**src/rtl/mem_arbiter.sv**
```systemverilog
// mem_arbiter
//
// Shares one memory slave port between two requesters. A request seen in
// IDLE is registered onto the mem_* port and held (BUSY) until mem_ready.
// The captured read data (or zero for a write) is then returned to the
// granted requester with a one-cycle ready pulse (RESP). Arbitration never
// happens in RESP, so the completing requester, whose valid is still high in
// that cycle, cannot be granted again.
//
// Configuration:
//   MEM_ARB_RR_EN  defined   : round-robin tie-break; the requester that did
//                              not win last time wins a tie.
//                  undefined : fixed priority; r0 always wins a tie.
//
// Ports:
//   clk, rst              clock and synchronous active-high reset
//   rX_addr/wdata/wr_rd   requester X command (wr_rd: 1 = write, 0 = read)
//   rX_valid              requester X pending, held until rX_ready
//   rX_rdata              registered read data, valid while rX_ready = 1
//   rX_ready              one-cycle completion pulse
//   mem_addr/wdata/wr_rd  registered command to memory
//   mem_valid             memory request, held until mem_ready
//   mem_rdata, mem_ready  memory read data and accept/complete
//   grant                 one-hot owner: 01 = r0, 10 = r1, 00 = none
module mem_arbiter #(
  parameter int unsigned ADDR_WIDTH = 8,
  parameter int unsigned WIDTH      = 16
) (
  input  logic                  clk,
  input  logic                  rst,
  input  logic [ADDR_WIDTH-1:0] r0_addr,
  input  logic [WIDTH-1:0]      r0_wdata,
  input  logic                  r0_wr_rd,
  input  logic                  r0_valid,
  output logic [WIDTH-1:0]      r0_rdata,
  output logic                  r0_ready,
  input  logic [ADDR_WIDTH-1:0] r1_addr,
  input  logic [WIDTH-1:0]      r1_wdata,
  input  logic                  r1_wr_rd,
  input  logic                  r1_valid,
  output logic [WIDTH-1:0]      r1_rdata,
  output logic                  r1_ready,
  output logic [ADDR_WIDTH-1:0] mem_addr,
  output logic [WIDTH-1:0]      mem_wdata,
  output logic                  mem_wr_rd,
  output logic                  mem_valid,
  input  logic [WIDTH-1:0]      mem_rdata,
  input  logic                  mem_ready,
  output logic [1:0]            grant
);

  typedef enum logic [1:0] {
    StIdle,
    StBusy,
    StResp
  } state_e;

  state_e                state_q, state_d;
  logic [ADDR_WIDTH-1:0] mem_addr_q, mem_addr_d;
  logic [WIDTH-1:0]      mem_wdata_q, mem_wdata_d;
  logic                  mem_wr_rd_q, mem_wr_rd_d;
  logic                  mem_valid_q, mem_valid_d;
  logic [1:0]            grant_q, grant_d;
  // 1 = r1 was granted last, 0 = r0 was granted last.
  logic                  last_grant_q, last_grant_d;
  logic [WIDTH-1:0]      r0_rdata_q, r0_rdata_d;
  logic [WIDTH-1:0]      r1_rdata_q, r1_rdata_d;
  logic                  r0_ready_q, r0_ready_d;
  logic                  r1_ready_q, r1_ready_d;

  // Winner selection. tie_r1 decides who wins when both are valid.
  logic            tie_r1;
  logic            pick_r1;
  logic [WIDTH-1:0] cap_data;

`ifdef MEM_ARB_RR_EN
  // Last winner was r0 -> r1 takes the tie, and vice versa.
  assign tie_r1 = ~last_grant_q;
`else
  assign tie_r1 = 1'b0;
  // last_grant is still tracked but does not steer selection in this build.
  logic unused_last_grant;
  assign unused_last_grant = last_grant_q;
`endif

  assign pick_r1  = r1_valid & (~r0_valid | tie_r1);
  // Writes return zero so a stale read value is never presented as write data.
  assign cap_data = mem_wr_rd_q ? '0 : mem_rdata;

  always_comb begin
    state_d      = state_q;
    mem_addr_d   = mem_addr_q;
    mem_wdata_d  = mem_wdata_q;
    mem_wr_rd_d  = mem_wr_rd_q;
    mem_valid_d  = mem_valid_q;
    grant_d      = grant_q;
    last_grant_d = last_grant_q;
    r0_rdata_d   = r0_rdata_q;
    r1_rdata_d   = r1_rdata_q;
    // Ready is a pulse: it is only ever raised for the single RESP cycle.
    r0_ready_d   = 1'b0;
    r1_ready_d   = 1'b0;

    unique case (state_q)
      StIdle: begin
        if (r0_valid || r1_valid) begin
          if (pick_r1) begin
            mem_addr_d  = r1_addr;
            mem_wdata_d = r1_wdata;
            mem_wr_rd_d = r1_wr_rd;
            grant_d     = 2'b10;
          end else begin
            mem_addr_d  = r0_addr;
            mem_wdata_d = r0_wdata;
            mem_wr_rd_d = r0_wr_rd;
            grant_d     = 2'b01;
          end
          last_grant_d = pick_r1;
          mem_valid_d  = 1'b1;
          state_d      = StBusy;
        end
      end

      StBusy: begin
        // mem_* stay untouched until the memory completes the access.
        if (mem_ready) begin
          mem_valid_d = 1'b0;
          if (grant_q[1]) begin
            r1_rdata_d = cap_data;
            r1_ready_d = 1'b1;
          end else begin
            r0_rdata_d = cap_data;
            r0_ready_d = 1'b1;
          end
          state_d = StResp;
        end
      end

      StResp: begin
        grant_d = 2'b00;
        state_d = StIdle;
      end

      default: begin
        mem_valid_d = 1'b0;
        grant_d     = 2'b00;
        state_d     = StIdle;
      end
    endcase
  end

  always_ff @(posedge clk) begin
    if (rst) begin
      state_q      <= StIdle;
      mem_addr_q   <= '0;
      mem_wdata_q  <= '0;
      mem_wr_rd_q  <= 1'b0;
      mem_valid_q  <= 1'b0;
      grant_q      <= 2'b00;
      last_grant_q <= 1'b1;  // r0 wins the first tie
      r0_rdata_q   <= '0;
      r1_rdata_q   <= '0;
      r0_ready_q   <= 1'b0;
      r1_ready_q   <= 1'b0;
    end else begin
      state_q      <= state_d;
      mem_addr_q   <= mem_addr_d;
      mem_wdata_q  <= mem_wdata_d;
      mem_wr_rd_q  <= mem_wr_rd_d;
      mem_valid_q  <= mem_valid_d;
      grant_q      <= grant_d;
      last_grant_q <= last_grant_d;
      r0_rdata_q   <= r0_rdata_d;
      r1_rdata_q   <= r1_rdata_d;
      r0_ready_q   <= r0_ready_d;
      r1_ready_q   <= r1_ready_d;
    end
  end

  assign mem_addr  = mem_addr_q;
  assign mem_wdata = mem_wdata_q;
  assign mem_wr_rd = mem_wr_rd_q;
  assign mem_valid = mem_valid_q;
  assign grant     = grant_q;
  assign r0_rdata  = r0_rdata_q;
  assign r1_rdata  = r1_rdata_q;
  assign r0_ready  = r0_ready_q;
  assign r1_ready  = r1_ready_q;

endmodule

```
**config.mk**
```make
export PLATFORM = sky130hd
export DESIGN_NAME = mem_arbiter
export DESIGN_NICKNAME = d
export VERILOG_FILES = /design/src/rtl/mem_arbiter.sv
export SDC_FILE = /design/constraint.sdc
export NUM_CORES = 1
export LEC_CHECK = 0
export ABC_AREA = 0
export ABC_CLOCK_PERIOD_IN_PS = 1450
export CAP_MARGIN = 0
export CELL_PAD_IN_SITES_DETAIL_PLACEMENT = 1
export CELL_PAD_IN_SITES_GLOBAL_PLACEMENT = 1
export CORE_AREA = 4 4 103 105
export CTS_CLUSTER_SIZE = 40
export DETAILED_ROUTE_END_ITERATION = 6
export DIE_AREA = 0 0 107 109
export PLACE_DENSITY_LB_ADDON = 0.1
export SETUP_SLACK_MARGIN = 0.5
export SLEW_MARGIN = 20
export SYNTH_ARGS = -nofsm -noshare
export SYNTH_HDL_FRONTEND = slang
export SYNTH_SLANG_ARGS = --single-unit
```
**constraint.sdc**
```tcl
create_clock -name clk -period 1.45 [get_ports clk]
set_input_delay 0.145 -clock clk [delete_from_list [all_inputs] [get_ports clk]]
set_output_delay 0.145 -clock clk [all_outputs]
set_load 0.05 [all_outputs]
```
==> metrics.txt, run 1 <==
status finished, final reports clean; average routed wire per standard cell roughly 16 um; post-layout worst setup margin between 200 and 250 ps; VDD IR max 0.000434 V; Syn. warnings 0; vias in the first global route 3,091; layout cells sized above 1 47.1%; clock tree sinks 64; endpoints failing setup 0; Final Max Tran Viols 0; PD cells 966 nW/um2; DIE WIDTH 107 um; RSZ-0062 raised after global routing true; Total GRT Usage 16.6%; Yosys cell types 26; setup TNS 0 ps; reg2reg setup slack 220 ps; dpl hpwl about 6600 um; Tot Pwr about 5.1 mW; Synth Cell Area between 2000 and 3000 um2; P&R area growth vs syn 89.6%; relative slew slack between 70 and 80%; Antenna Nets Post-Route 0; maximum clock frequency roughly 0.8 GHz; # diodes 0; count of input and output buffers about 130; main flop type after synthesis dfxtp_1; via count 2,918; Via-to-Cell Ratio 4.73; Arrival @ worst endpoint 1480 ps; Final Hold Vio Count 0; Slew @ Worst Pin 380 ps; Worst Skew 15.6 ps; pre-CTS setup slack -193 ps; fin crit share 84.6%; root buffer cell clkbuf_8; drt drc 0; First-pass DRT Iterations 4; first-pass GRT wire length 15,500 um; min Tclk post-route 1230 ps; Worst-path clk slew 80 ps; top-count cell post-synth nand2_1; Initial Util 28.7%; crit-path max FO 8; hold_ws 317 ps; initial antenna violation count 0; max cap viols 0; share of flip-flops with an asynchronous set or reset 0%; WP data required 1710 ps; worst hold path type primary input to flip-flop; top post-synthesis cells by area dfxtp_1 46%, nand2_1 14%, a21oi_1 10%, a311oi_2 8.1%, nor2b_1 4.1%; flops & latches, synth 64; total routed wirelength 9900 um; RePlAce Congestion 0.737; register area share after synthesis 46.4%; Synth top cells by count 106 x nand2_1, 64 x dfxtp_1, 57 x a21oi_1; largest net degree at the start of global routing 65; clock latency on the worst-skew pair roughly 330 ps; DIE AREA between 10,000 and 15,000 um2; DR iter-0 viols 69; kind of critical path flip-flop to flip-flop; Synth top area share ~46%; CP Launch Type flip-flop; die height 109 um; EDFF count, synth 0; Worst setup EP type flip-flop; CTS max path bufs 2; nets 551; total CTS buffers 9; Static Leak 2.03 nW; Layout Utilization 54.4%; syn nets roughly 400; Core Area slightly below 10,000 um2; num ports roughly 130; H-tree depth 3; syn_area_per_cell 8.43 um2; Synth area leader dfxtp_1; Post-Syn Instances between 300 and 400; CTS tree yes; num rows 36; remaining global-route overflow 0
-- cells by family (layout without fill, tap and decap cells) --
family                 Yosys count  after routing  share of synthesized area, %
buffers and inverters           36            191                          6.56
DFF                             64             64                          46.4
and+or+nand+nor                141            142                          22.8
AOI/OAI and AO/OA               87             87                          24.3
-- worst max-delay path: stages, from the launching register on --
cell and delay (ps):
dfxtp_4 370, nor4bb_4 270, buf_4 170, clkbuf_16 170
nand2_1 70, a21oi_2 110
-- cells in the final DEF, fill, tap and decap left out, types with 4 or more instances in the layout --
| master | count |
|---|---|
| a22oi_1 | 4 |
| buf_12 | 10 |
| buf_4 | 28 |
| dfxtp_4 | 5 |
| o32ai_2 | 5 |
| a311oi_1 | 5 |
| a311oi_2 | 15 |
| nand2_1 | 102 |
| dfxtp_2 | 59 |
| inv_1 | 6 |
| clkdlybuf4s50_1 | 68 |
| a21oi_2 | 14 |
| nor2b_1 | 15 |
| buf_8 | 59 |
| clkbuf_8 | 11 |
| a21oi_1 | 43 |
-- sequential cells by signal (all words and copies together), names as in the netlist --
register	cells
mem_valid	1
mem_wr_rd	1
r1_ready	1
mem_wdata	16
mem_addr	8
r0_ready	1
state_q	2
r0_rdata	16
grant	2
r1_rdata	16
-- worst paths after layout --
path                                    end                      from  cells after the start
setup / recovery   r0_rdata[0]$_SDFFE_PP0P_     grant[1]$_SDFFE_PP0P_                      5
hold / removal    r0_rdata[11]$_SDFFE_PP0P_                       rst                      3
setup reg to reg   r0_rdata[0]$_SDFFE_PP0P_     grant[1]$_SDFFE_PP0P_                      5
hold reg to reg    r1_rdata[8]$_SDFFE_PP0P_  r1_rdata[8]$_SDFFE_PP0P_                      2
-- power breakdown --
group	switching (mW)	internal (mW)	leakage [nW]	total, mW
Clock	0.684	0.808	0.0966	1.49
Combinational	0.819	0.741	1.38	1.56
Sequential	0.119	1.89	0.551	2.01
-- per-stage QoR --
stage / cells / cell area (um2)
global route: 617 / 5240
CTS: 605 / 4990
detailed placement: 581 / 4210
floorplan: 328 / 2830
global placement: 581 / 4210
finish: 617 / 5240
-- area by class of cell --
class,count,area [um2]
fill,1083,4400
timing repair buffer,170,2040
multi-input combinational,229,1450
sequential,64,1370
clock buffer,13,180
tap,133,166
inverter,6,22.5
clock inverter,2,12.5
-- per-layer routing --
metal | track usage (%) | up-vias | part of all wire (%)
li1 | - | 1418 | -
met1 | 19.0 | 1411 | 41
met2 | 30.4 | 81 | 53
met3 | 4.50 | 8 | 6.2
met4 | 4.84 | 0 | 0.76
met5 | 0 | - | 0
-- timing repair --
item                       4_1_cts  5_1_grt
setup endpoints to repair      126      125
pin swaps                        1        3
hold buffers                     0        0
resized for setup              180       39
buffers inserted                 8       11
cloned                           1        1
No activity file was read; power rests on OpenSTA's default activity.
==> inputs of run 2 (changes only) <==
ABC_CLOCK_PERIOD_IN_PS = 1100   (was 1450)
CORE_AREA = 4 4 109 111   (was 4 4 103 105)
DIE_AREA = 0 0 113 115   (was 0 0 107 109)
clock period = 1.1 ns   (was 1.45 ns; I/O delays follow)
==> metrics.txt, run 2 (same netlist as run 1, synthesis figures left out) <==
die height 115 um; Slew @ Worst Pin 324 ps; hold endpoint mem_addr[7]$_SDFFE_PP0P_; post-layout worst setup margin -161 ps; crit-path max FO 16; Worst setup EP type flip-flop; reg2reg setup slack -160 ps; Antenna Nets Post-Route 0; maximum clock frequency 0.793 GHz; worst r2r src state_q[1]$_SDFFE_PP0P_; RSZ-0062 raised after global routing true; Final Hold Vio Count 0; layout cells sized above 1 53.5%; count of input and output buffers ~130; Tot Pwr 7.32 mW; Total GRT Usage 17.2%; most frequent cells in the layout 105 x nand2_1, 69 x buf_12, 67 x clkdlybuf4s50_1, 50 x dfxtp_2, 38 x buf_4; Switching Fraction 32.2%; kind of critical path flip-flop to flip-flop; min Tclk post-route 1260 ps; min-delay src rst; CTS max path bufs 2; total CTS buffers 9; dpl hpwl 7460 um; combinational power share a little over a third; first-pass GRT wire length 17,500 um; WP data required between 1000 and 1500 ps; DR iter-0 viols 101; fin crit share 115%; average routed wire per standard cell 17.9 um; clock tree sinks 64; root buffer cell clkbuf_8; worst hold path type primary input to flip-flop; DIE WIDTH 113 um; Seq pwr share 36.4%; num ports 133; Layout Utilization 55.5%; P&R area growth vs syn 117%; Switching Power between 2 and 2.5 mW; setup TNS -6580 ps; hold_buf cts 0; endpoints failing setup 59; initial antenna violation count 1; CP Launch Type flip-flop; RePlAce Congestion 0.706; design area 5990 um2; total routed wirelength 11,800 um; failing checks negative setup slack; relative slew slack 78.4%; largest net degree at the start of global routing 35; Worst Reg-to-Reg Cells 5; remaining global-route overflow 0; commonest non-fill, non-tap cell in the layout nand2_1; Core Area approximately 11,000 um2; drt drc 0; num rows 38; RR Endpoint r0_rdata[7]$_SDFFE_PP0P_; nets a little under 600; H-tree depth 3; Worst Skew 11.6 ps; Via-to-Cell Ratio 4.70; Initial Util roughly a quarter; Int Power 4.96 mW; VDD IR max 0.000626 V; fill count around 1,200; Worst-path clk slew 80 ps; vias in the first global route ~3,300; max cap viols 0; via count 3,088; Final Max Tran Viols 0; area of placed instances 5080 um2; PD cells 1220 nW/um2; Static Leak 2.28 nW; hold path depth 3; DIE AREA 13,000 um2; status finished with violations; CTS tree yes; First-pass DRT Iterations 4; clock latency on the worst-skew pair 340 ps; Arrival @ worst endpoint about 1500 ps; clock share of power around 28%
==> run 2: cell type report <==
cell class	instances	area, um2	share of cell area, %
diodes	1	2.50	0.0418
clock buffers	12	145	2.42
clock inverters	4	45.0	0.752
inverters	6	25.0	0.418
multi-input cells	231	1550	25.9
flip-flops and latches	64	1400	23.3
well taps	140	175	2.92
repair buffers	199	2650	44.2
==> run 2: metal layers <==
layer / vias to the layer above / track usage [%] / share of wire [%]
met2: 102 / 32.1 / 54
li1: 1494 / - / -
met4: 0 / 4.41 / 1.5
met3: 12 / 6.11 / 6.3
met5: - / 0 / 0
met1: 1480 / 18.5 / 38
==> run 2: worst max-delay path, cell delays in order (launching register included) <==
cell and delay [ps]:
dfxtp_2 350, buf_6 130, nor4bb_4 300, buf_12 190
nand2_1 60, a21oi_1 150
==> run 2: power by group through the flow <==
stage	clock network [mW]	logic, mW	registers, mW
floorplan	0	0.607	3.13
global placement	0	2.07	2.73
global route	2.21	2.74	2.68
detailed placement	0	2.10	2.74
finish	2.04	2.61	2.66
CTS	2.07	2.47	2.67
==> run 2: how the worst max path moves through the flow <==
stage | start | end | slack (ps) | cells after the start
2_1_floorplan | state_q[1]$_SDFFE_PP0P_ | mem_wdata[12]$_SDFFE_PP0P_ | -90 | 6
3_3_place_gp | r0_valid | mem_wdata[15]$_SDFFE_PP0P_ | -480 | 4
3_5_place_dp | r0_valid | mem_wdata[3]$_SDFFE_PP0P_ | -540 | 4
4_1_cts | state_q[1]$_SDFFE_PP0P_ | r1_rdata[9]$_SDFFE_PP0P_ | -170 | 5
5_1_grt | state_q[1]$_SDFFE_PP0P_ | r0_rdata[15]$_SDFFE_PP0P_ | -220 | 5
6_report | state_q[1]$_SDFFE_PP0P_ | r0_rdata[7]$_SDFFE_PP0P_ | -160 | 5
==> run 2: through the flow <==
step                hold slack, ps  setup WS [ps]  instances
finish                         201           -161        657
global route                   222           -225        657
CTS                            179           -165        639
detailed placement             467           -538        592
global placement               460           -478        592
floorplan                      262          -90.4        328
==> run 2: what timing repair did <==
item                       4_1_cts  5_1_grt
pin swaps                       19        8
gates resized for setup         59       32
buffers inserted                25       16
cloned                           6        1
hold endpoints to repair         0        0
setup endpoints to repair      126      126
==> inputs of run 3 (changes only) <==
ABC_CLOCK_PERIOD_IN_PS = 1520   (was 1100)
CORE_AREA = 4 4 100 102   (was 4 4 109 111)
DIE_AREA = 0 0 104 106   (was 0 0 113 115)
clock period = 1.52 ns   (was 1.1 ns; I/O delays follow)
==> metrics.txt, run 3 (same netlist as run 1, synthesis figures left out) <==
num rows 35; worst hold path type primary input to flip-flop; CP peak stage delay 380 ps; clock latency on the worst-skew pair roughly 340 ps; nets ~550; DIE WIDTH approximately 100 um; Static Leak a little over 2 nW; commonest non-fill, non-tap cell in the layout nand2_1; pre-CTS setup slack -130 ps; PD cells 954 nW/um2; Critical path origin state_q[1]$_SDFFE_PP0P_; VDD IR max 0.000467 V; Int Power 3.33 mW; maximum clock frequency roughly 0.81 GHz; Slew @ Worst Pin 353 ps; Final Hold Vio Count 0; clock share of power a little under a third; design area 5140 um2; Switching Power 1.57 mW; Tot Pwr 4.90 mW; Final Max Tran Viols 0; Via-to-Cell Ratio 4.88; CTS max path bufs 2; largest net degree at the start of global routing 65; num ports 133; endpoints failing setup 0; CP max-delay cell dfxtp_4; Layout Utilization 56.4%; fin crit share 81.4%; Initial Util 30.3%; clock tree sinks 64; crit-path max FO 8; crit-path cells nor2_4, clkbuf_16, a21oi_1, a311oi_2; first-pass GRT wire length 15,000 um; fill count 1,019; worst r2r src state_q[1]$_SDFFE_PP0P_; dpl hpwl 6260 um; P&R area growth vs syn 85.9%; min Tclk post-route 1240 ps; Worst-path clk slew 70 ps; die height 106 um; DR iter-0 viols 86; Antenna Nets Post-Route 0; area of placed instances roughly 4100 um2; total CTS buffers 9; relative slew slack 76.5%; max cap viols 0; # diodes 0; Worst setup EP type flip-flop; most frequent cells in the layout 97 x nand2_1, 67 x clkdlybuf4s50_1, 57 x dfxtp_2, 52 x a21oi_1, 37 x buf_8; layout cells sized above 1 44.7%; H-tree depth 3; RePlAce Congestion 0.746; CP Launch Type flip-flop; Core Area 9110 um2; CTS tree yes; Arrival @ worst endpoint 1480 ps; count of input and output buffers 132; drt drc 0; min-delay src rst; remaining global-route overflow 0; status finished, final reports clean; via count 2,898; Switching Fraction 32.0%; root buffer cell clkbuf_8; initial antenna violation count 0; Total GRT Usage between 10% and 20%; DIE AREA 11,000 um2; post-layout worst setup margin 282 ps; Seq pwr share between 30% and 40%; RSZ-0062 raised after global routing true; hold_ws 236 ps; First-pass DRT Iterations 4; vias in the first global route 2,965; average routed wire per standard cell 16.6 um; Worst Skew roughly 14 ps; kind of critical path flip-flop to flip-flop; combinational power share a little under a third; total routed wirelength about 9900 um; WP data required 1760 ps
run 3: final cells by class:
class / count / area (um2) / area share [%]
inverter: 6 / 22.5 / 0.438
sequential: 64 / 1370 / 26.6
clock inverter: 4 / 52.6 / 1.02
timing repair buffer: 166 / 1990 / 38.7
tap: 111 / 139 / 2.70
clock buffer: 12 / 145 / 2.82
multi-input combinational: 231 / 1420 / 27.7
run 3: timing repair:
action                                  4_1_cts  5_1_grt
pin swaps                                     2       15
setup buffers                                 6        8
endpoints found under the setup margin      120      114
hold buffers                                  0        0
gates cloned                                  4        3
gates resized for setup                     122       74
run 3: stage by stage:
| stage | TNS [ps] | instances |
|---|---|---|
| after detailed placement | -2340 | 557 |
| after global placement | -1540 | 557 |
| after CTS | 0 | 583 |
| final | 0 | 594 |
| after floorplan | 0 | 328 |
| after global routing | 0 | 594 |
run 3: worst paths after layout:
path	depth (start not counted)	slack, ps	to
max	4	280	mem_wdata[8]$_SDFFE_PP0P_
min	3	240	mem_addr[3]$_SDFFE_PP0P_
max reg2reg	4	280	mem_wdata[8]$_SDFFE_PP0P_
min reg2reg	2	460	r0_rdata[8]$_SDFFE_PP0P_
run 3: layer usage:
metal  global-route usage, %  vias to the layer above  wire (um)
met3                    6.50                        6        594
met5                       0                        -          0
met1                    18.8                     1388       4060
met4                    3.70                        0         77
li1                        -                     1423          -
met2                    30.1                       81       5120
run 3: power groups by stage:
stage	combinational, mW	sequential (mW)	clock (mW)
global route	1.60	1.93	1.61
detailed placement	1.23	1.91	0
finish	1.51	1.91	1.48
CTS	1.37	1.90	1.54
global placement	1.22	1.91	0
floorplan	0.432	2.24	0
run 3: worst max-delay path, delay by kind of cell (launching register included):
| family | cells | cell delay [ps] |
|---|---|---|
| AO/OA/AOI/OAI | 2 | 320 |
| buffers and inverters | 1 | 210 |
| flip-flops | 1 | 380 |
| AND/OR/NAND/NOR | 1 | 250 |
==> variant 1, RTL diff (flow settings as in run 1) <==
Build with the macro `MEM_ARB_RR_EN` defined.
--- a/src/rtl/mem_arbiter.sv
+++ b/src/rtl/mem_arbiter.sv
@@ -24,2 +24,4 @@
 //   grant                 one-hot owner: 01 = r0, 10 = r1, 00 = none
+`define MEM_ARB_RR_EN
+
 module mem_arbiter #(
Function: changed (Yosys sat finds a counterexample within 10 cycles, from zero or initial values and one cycle with rst high).
==> variant 1 against run 1 <==
Wire length increased by 22%; setup slack got worse by 0.055 ns; clock power increased by 14%; sequential share of layout area decreased by 0.50 points; global-route usage increased by 1.8 points; first-iteration DRC count increased by 43%; die area unchanged; highest routed layer unchanged; sequential cell count increased by 1; largest cell class unchanged; design area increased by 4.0%; largest power group unchanged; count of clock-buffer cells in the layout increased by 1; power increased by 4.3%; synthesized area decreased by 0.77%.
==> variant 1: results (changes against run 1) <==
status: finished, final reports clean
area occupied by multi-input gates: 0.00142 mm^2 (-1.7%)
Worst Setup Slack post-DPL: -0.0685 ns (+0.124 ns)
Met3 Wirelength: 668 um (+8.6%)
unique cell type count in the Yosys netlist: 32 (+23%)
Max Clock Skew: 0.0130 ns (-0.00254 ns)
post-layout net count: 575 (+4.4%)
number of gates resized after cts: 203 (+13%)
syn_nets: 410 (+2.8%)
Synth Area in Compound Gates: 18.0% (-6.2 points)
vias per std cell: 5.12 (+8.3%)
first-pass GRT wire length: 16900 um (+9.2%)
routed length on met1: 4920 um (+23%)
post-place instance area: 0.00420 mm^2 (-0.21%)
overall routing resource usage: 18.4% (+1.8 points)
hold path cells: 2 (-1)
Worst-Skew Late Latency: 0.35 ns (+0.02 ns)
setup slack of the critical path after layout: 0.169 ns (-0.0547 ns)
wire length per cell: 18.8 um (+17%)
post-CTS setup buffer count: 14 (+6)
Placer Congestion: 0.764 (+3.6%)
setup slack on the worst flop-to-flop path: 0.17 ns (-0.05 ns)
Lkg Pwr: 2.06 nW (+1.8%)
largest net degree at the start of global routing: 37 (-43%)
drt total wl: 12100 um (+22%)
worst-case headroom to the max-slew limit: 74.0% (-0.70 points)
instance count of the mapped netlist: 339 (+3.4%)
maximum fanout count along the critical path: 10 (+2)
-- variant 1: cell count changes in the layout (fill, tap and decap cells not counted), moves of 12 or more --
cell	change
nand2_1	-38
a31oi_1	+25
nand4_1	+25
a311oi_2	-15
o21ai_1	+15
a21oi_1	-13
buf_6	+13
nand3_1	+13
nand3_2	+12
-- variant 1: cell type report --
| class | count | area share, % |
|---|---|---|
| inverter | 1 | 0.0689 |
| timing repair buffer | 188 | 41.1 |
| tap | 133 | 3.05 |
| sequential | 65 | 25.7 |
| clock buffer | 14 | 3.35 |
| multi-input combinational | 239 | 26.1 |
| clock inverter | 2 | 0.643 |
-- variant 1: power by group through the flow --
stage	Sequential (mW)	Combinational (mW)	Clock [mW]
4_1_cts	2.00	1.39	1.72
5_1_grt	2.03	1.65	1.80
3_5_place_dp	2.01	1.20	0
6_report	2.01	1.57	1.70
2_1_floorplan	2.31	0.406	0
3_3_place_gp	2.01	1.19	0
-- variant 1: routing by layer --
metal | vias up | GRT usage (%)
met4 | 0 | 7.67
met3 | 18 | 4.20
met5 | - | 0
met2 | 110 | 33.0
li1 | 1545 | -
met1 | 1615 | 21.2
-- variant 1: worst paths after layout --
kind                       startpoint                         end
max           state_q[1]$_SDFFE_PP0P_  mem_wdata[13]$_SDFFE_PP0P_
min                         mem_ready     state_q[1]$_SDFFE_PP0P_
max reg2reg   state_q[1]$_SDFFE_PP0P_  mem_wdata[13]$_SDFFE_PP0P_
min reg2reg  r1_rdata[4]$_SDFFE_PP0P_    r1_rdata[4]$_SDFFE_PP0P_
-- variant 1: worst reg2reg max path, delay by kind of cell, from the launching register on --
family                 cells  cell delay, ns
AND/OR/NAND/NOR            2            0.36
buffers and inverters      2            0.32
AO/OA/AOI/OAI              1            0.13
flip-flops                 1            0.39
==> variant 2, RTL diff (flow settings as in run 1) <==
Made on the original files. Take the reset off `r1_rdata_q` and load it in a clocked block of its own.
--- a/src/rtl/mem_arbiter.sv
+++ b/src/rtl/mem_arbiter.sv
@@ -161,3 +161,2 @@
       r0_rdata_q   <= '0;
-      r1_rdata_q   <= '0;
       r0_ready_q   <= 1'b0;
@@ -173,3 +172,2 @@
       r0_rdata_q   <= r0_rdata_d;
-      r1_rdata_q   <= r1_rdata_d;
       r0_ready_q   <= r0_ready_d;
@@ -177,2 +175,6 @@
     end
+  end
+
+  always_ff @(posedge clk) begin
+    r1_rdata_q <= r1_rdata_d;
   end
Check against the original RTL: differs if rst is asserted again (counterexample within 4 cycles, from zero or initial values and one cycle with rst high); with rst held inactive, the same outputs for 10 cycles.
==> variant 2 against run 1 <==
Combinational power grew 5%; power is 4.1% higher; clock power increased by 3%; setup slack lost 0.041 ns; synthesized area down 2.6%; sequential cell count unchanged; first-iteration DRC count rose by 1.4%; final cell count fell by 8.3%; critical path depth unchanged; hold slack worse by 0.015 ns; synthesized cell count down 17%; wire length shrank 0.50%; design area grew 0.64%.
==> variant 2: results (changes against run 1) <==
status: finished, final reports clean
# fillers: 1037 (-4.2%)
top cells by count, synth: 74 x nand2_1, 48 x dfxtp_1, 41 x a21oi_1, 19 x nor2b_1, 16 x edfxtp_1
fraction of area in clock buffers and inverters: 3.72% (+0.048 points)
Global Route met2 Usage: 30.0% (-0.40 points)
met3 Usage GRT: 4.68% (+0.18 points)
sink of the worst hold path: r0_rdata[14]$_SDFFE_PP0P_
RR Endpoint: r0_rdata[2]$_SDFFE_PP0P_
layout cell share with drive strength beyond 1: 55.6% (+8.4 points)
largest net degree at the start of global routing: 22 (-66%)
unique cell type count in the Yosys netlist: 29 (+12%)
Layout non-clock buf frac: 37.6% (-1.2 points)
Met3 Wirelength: 653 um (+6.2%)
post-synth design cell area: 0.00269 mm^2 (-2.6%)
met1 demand-to-capacity share in global routing: 18.1% (-0.84 points)
vias per std cell: 4.64 (-1.8%)
worst hold margin: 0.302 ns (-0.0150 ns)
number of multi-input combinational cells: 181 (-21%)
instance count after placement with tap cells included: 530 (-8.8%)
Post-synth EDFFs: 16 (+16)
clock buffer count in the final layout: 9 (-4)
number of non-clock buffers: 165 (-2.9%)
first-pass GRT wire length: 14700 um (-5.3%)
Max Clock Skew: 0.00736 ns (-0.00821 ns)
CP arrival: 1.53 ns (+0.05 ns)
share of the final layout cell area in multi-input gates: 26.3% (-1.3 points)
instance count of the mapped netlist: 273 (-17%)
DP Wirelength: 6160 um (-6.1%)
number of global-route vias before repair: 2797 (-9.5%)
Worst Setup Slack post-DPL: -0.147 ns (+0.0457 ns)
Lkg Pwr: 2.07 nW (+2.1%)
fin area: 0.00528 mm^2 (+0.64%)
Worst path max stage delay: 0.39 ns (+0.02 ns)
Sequential Area: 0.00151 mm^2 (+10%)
syn_nets: 344 (-14%)
P_int: 3.54 mW (+2.9%)
Placer Congestion: 0.673 (-8.7%)
initial DRC count: 70 (+1.4%)
post-place instance area: 0.00414 mm^2 (-1.8%)
setup slack on the worst flop-to-flop path: 0.18 ns (-0.04 ns)
largest cells by area after synthesis: dfxtp_1 36%, edfxtp_1 18%, nand2_1 10%, a311oi_2 8.4%, a21oi_1 7.6%
combinational gate power: 1.64 mW (+5%)
final antenna diode count: 1 (+1)
worst r2r src: state_q[1]$_SDFFE_PP0P_
initial antenna violation count: 1 (+1)
post-layout net count: 498 (-9.6%)
routed length on met1: 3900 um (-2.7%)
number of sequential storage elements: 64 (unchanged)
wire length per cell: 17.4 um (+8.5%)
worst-case headroom to the max-slew limit: 79.5% (+4.8 points)
variant 2: how the worst max path moves through the flow:
stage	endpoint	from	depth (start not counted)	slack [ns]
4_1_cts	r1_rdata[2]$_DFFE_PP_	state_q[1]$_SDFFE_PP0P_	2	0.27
5_1_grt	r0_rdata[2]$_SDFFE_PP0P_	state_q[1]$_SDFFE_PP0P_	5	0.13
3_3_place_gp	mem_wdata[12]$_SDFFE_PP0P_	r0_valid	4	-0.09
2_1_floorplan	r0_rdata[3]$_SDFFE_PP0P_	grant[1]$_SDFFE_PP0P_	5	0.26
6_report	r0_rdata[2]$_SDFFE_PP0P_	state_q[1]$_SDFFE_PP0P_	5	0.18
3_5_place_dp	mem_wdata[4]$_SDFFE_PP0P_	r0_valid	4	-0.15
variant 2: what timing repair did:
| item | 4_1_cts | 5_1_grt |
|---|---|---|
| gates resized for setup | 156 | 77 |
| pin swaps | 4 | 16 |
| setup endpoints to repair | 124 | 142 |
| hold endpoints to repair | 0 | 0 |
| cloned | 3 | 1 |
| setup buffers | 6 | 9 |
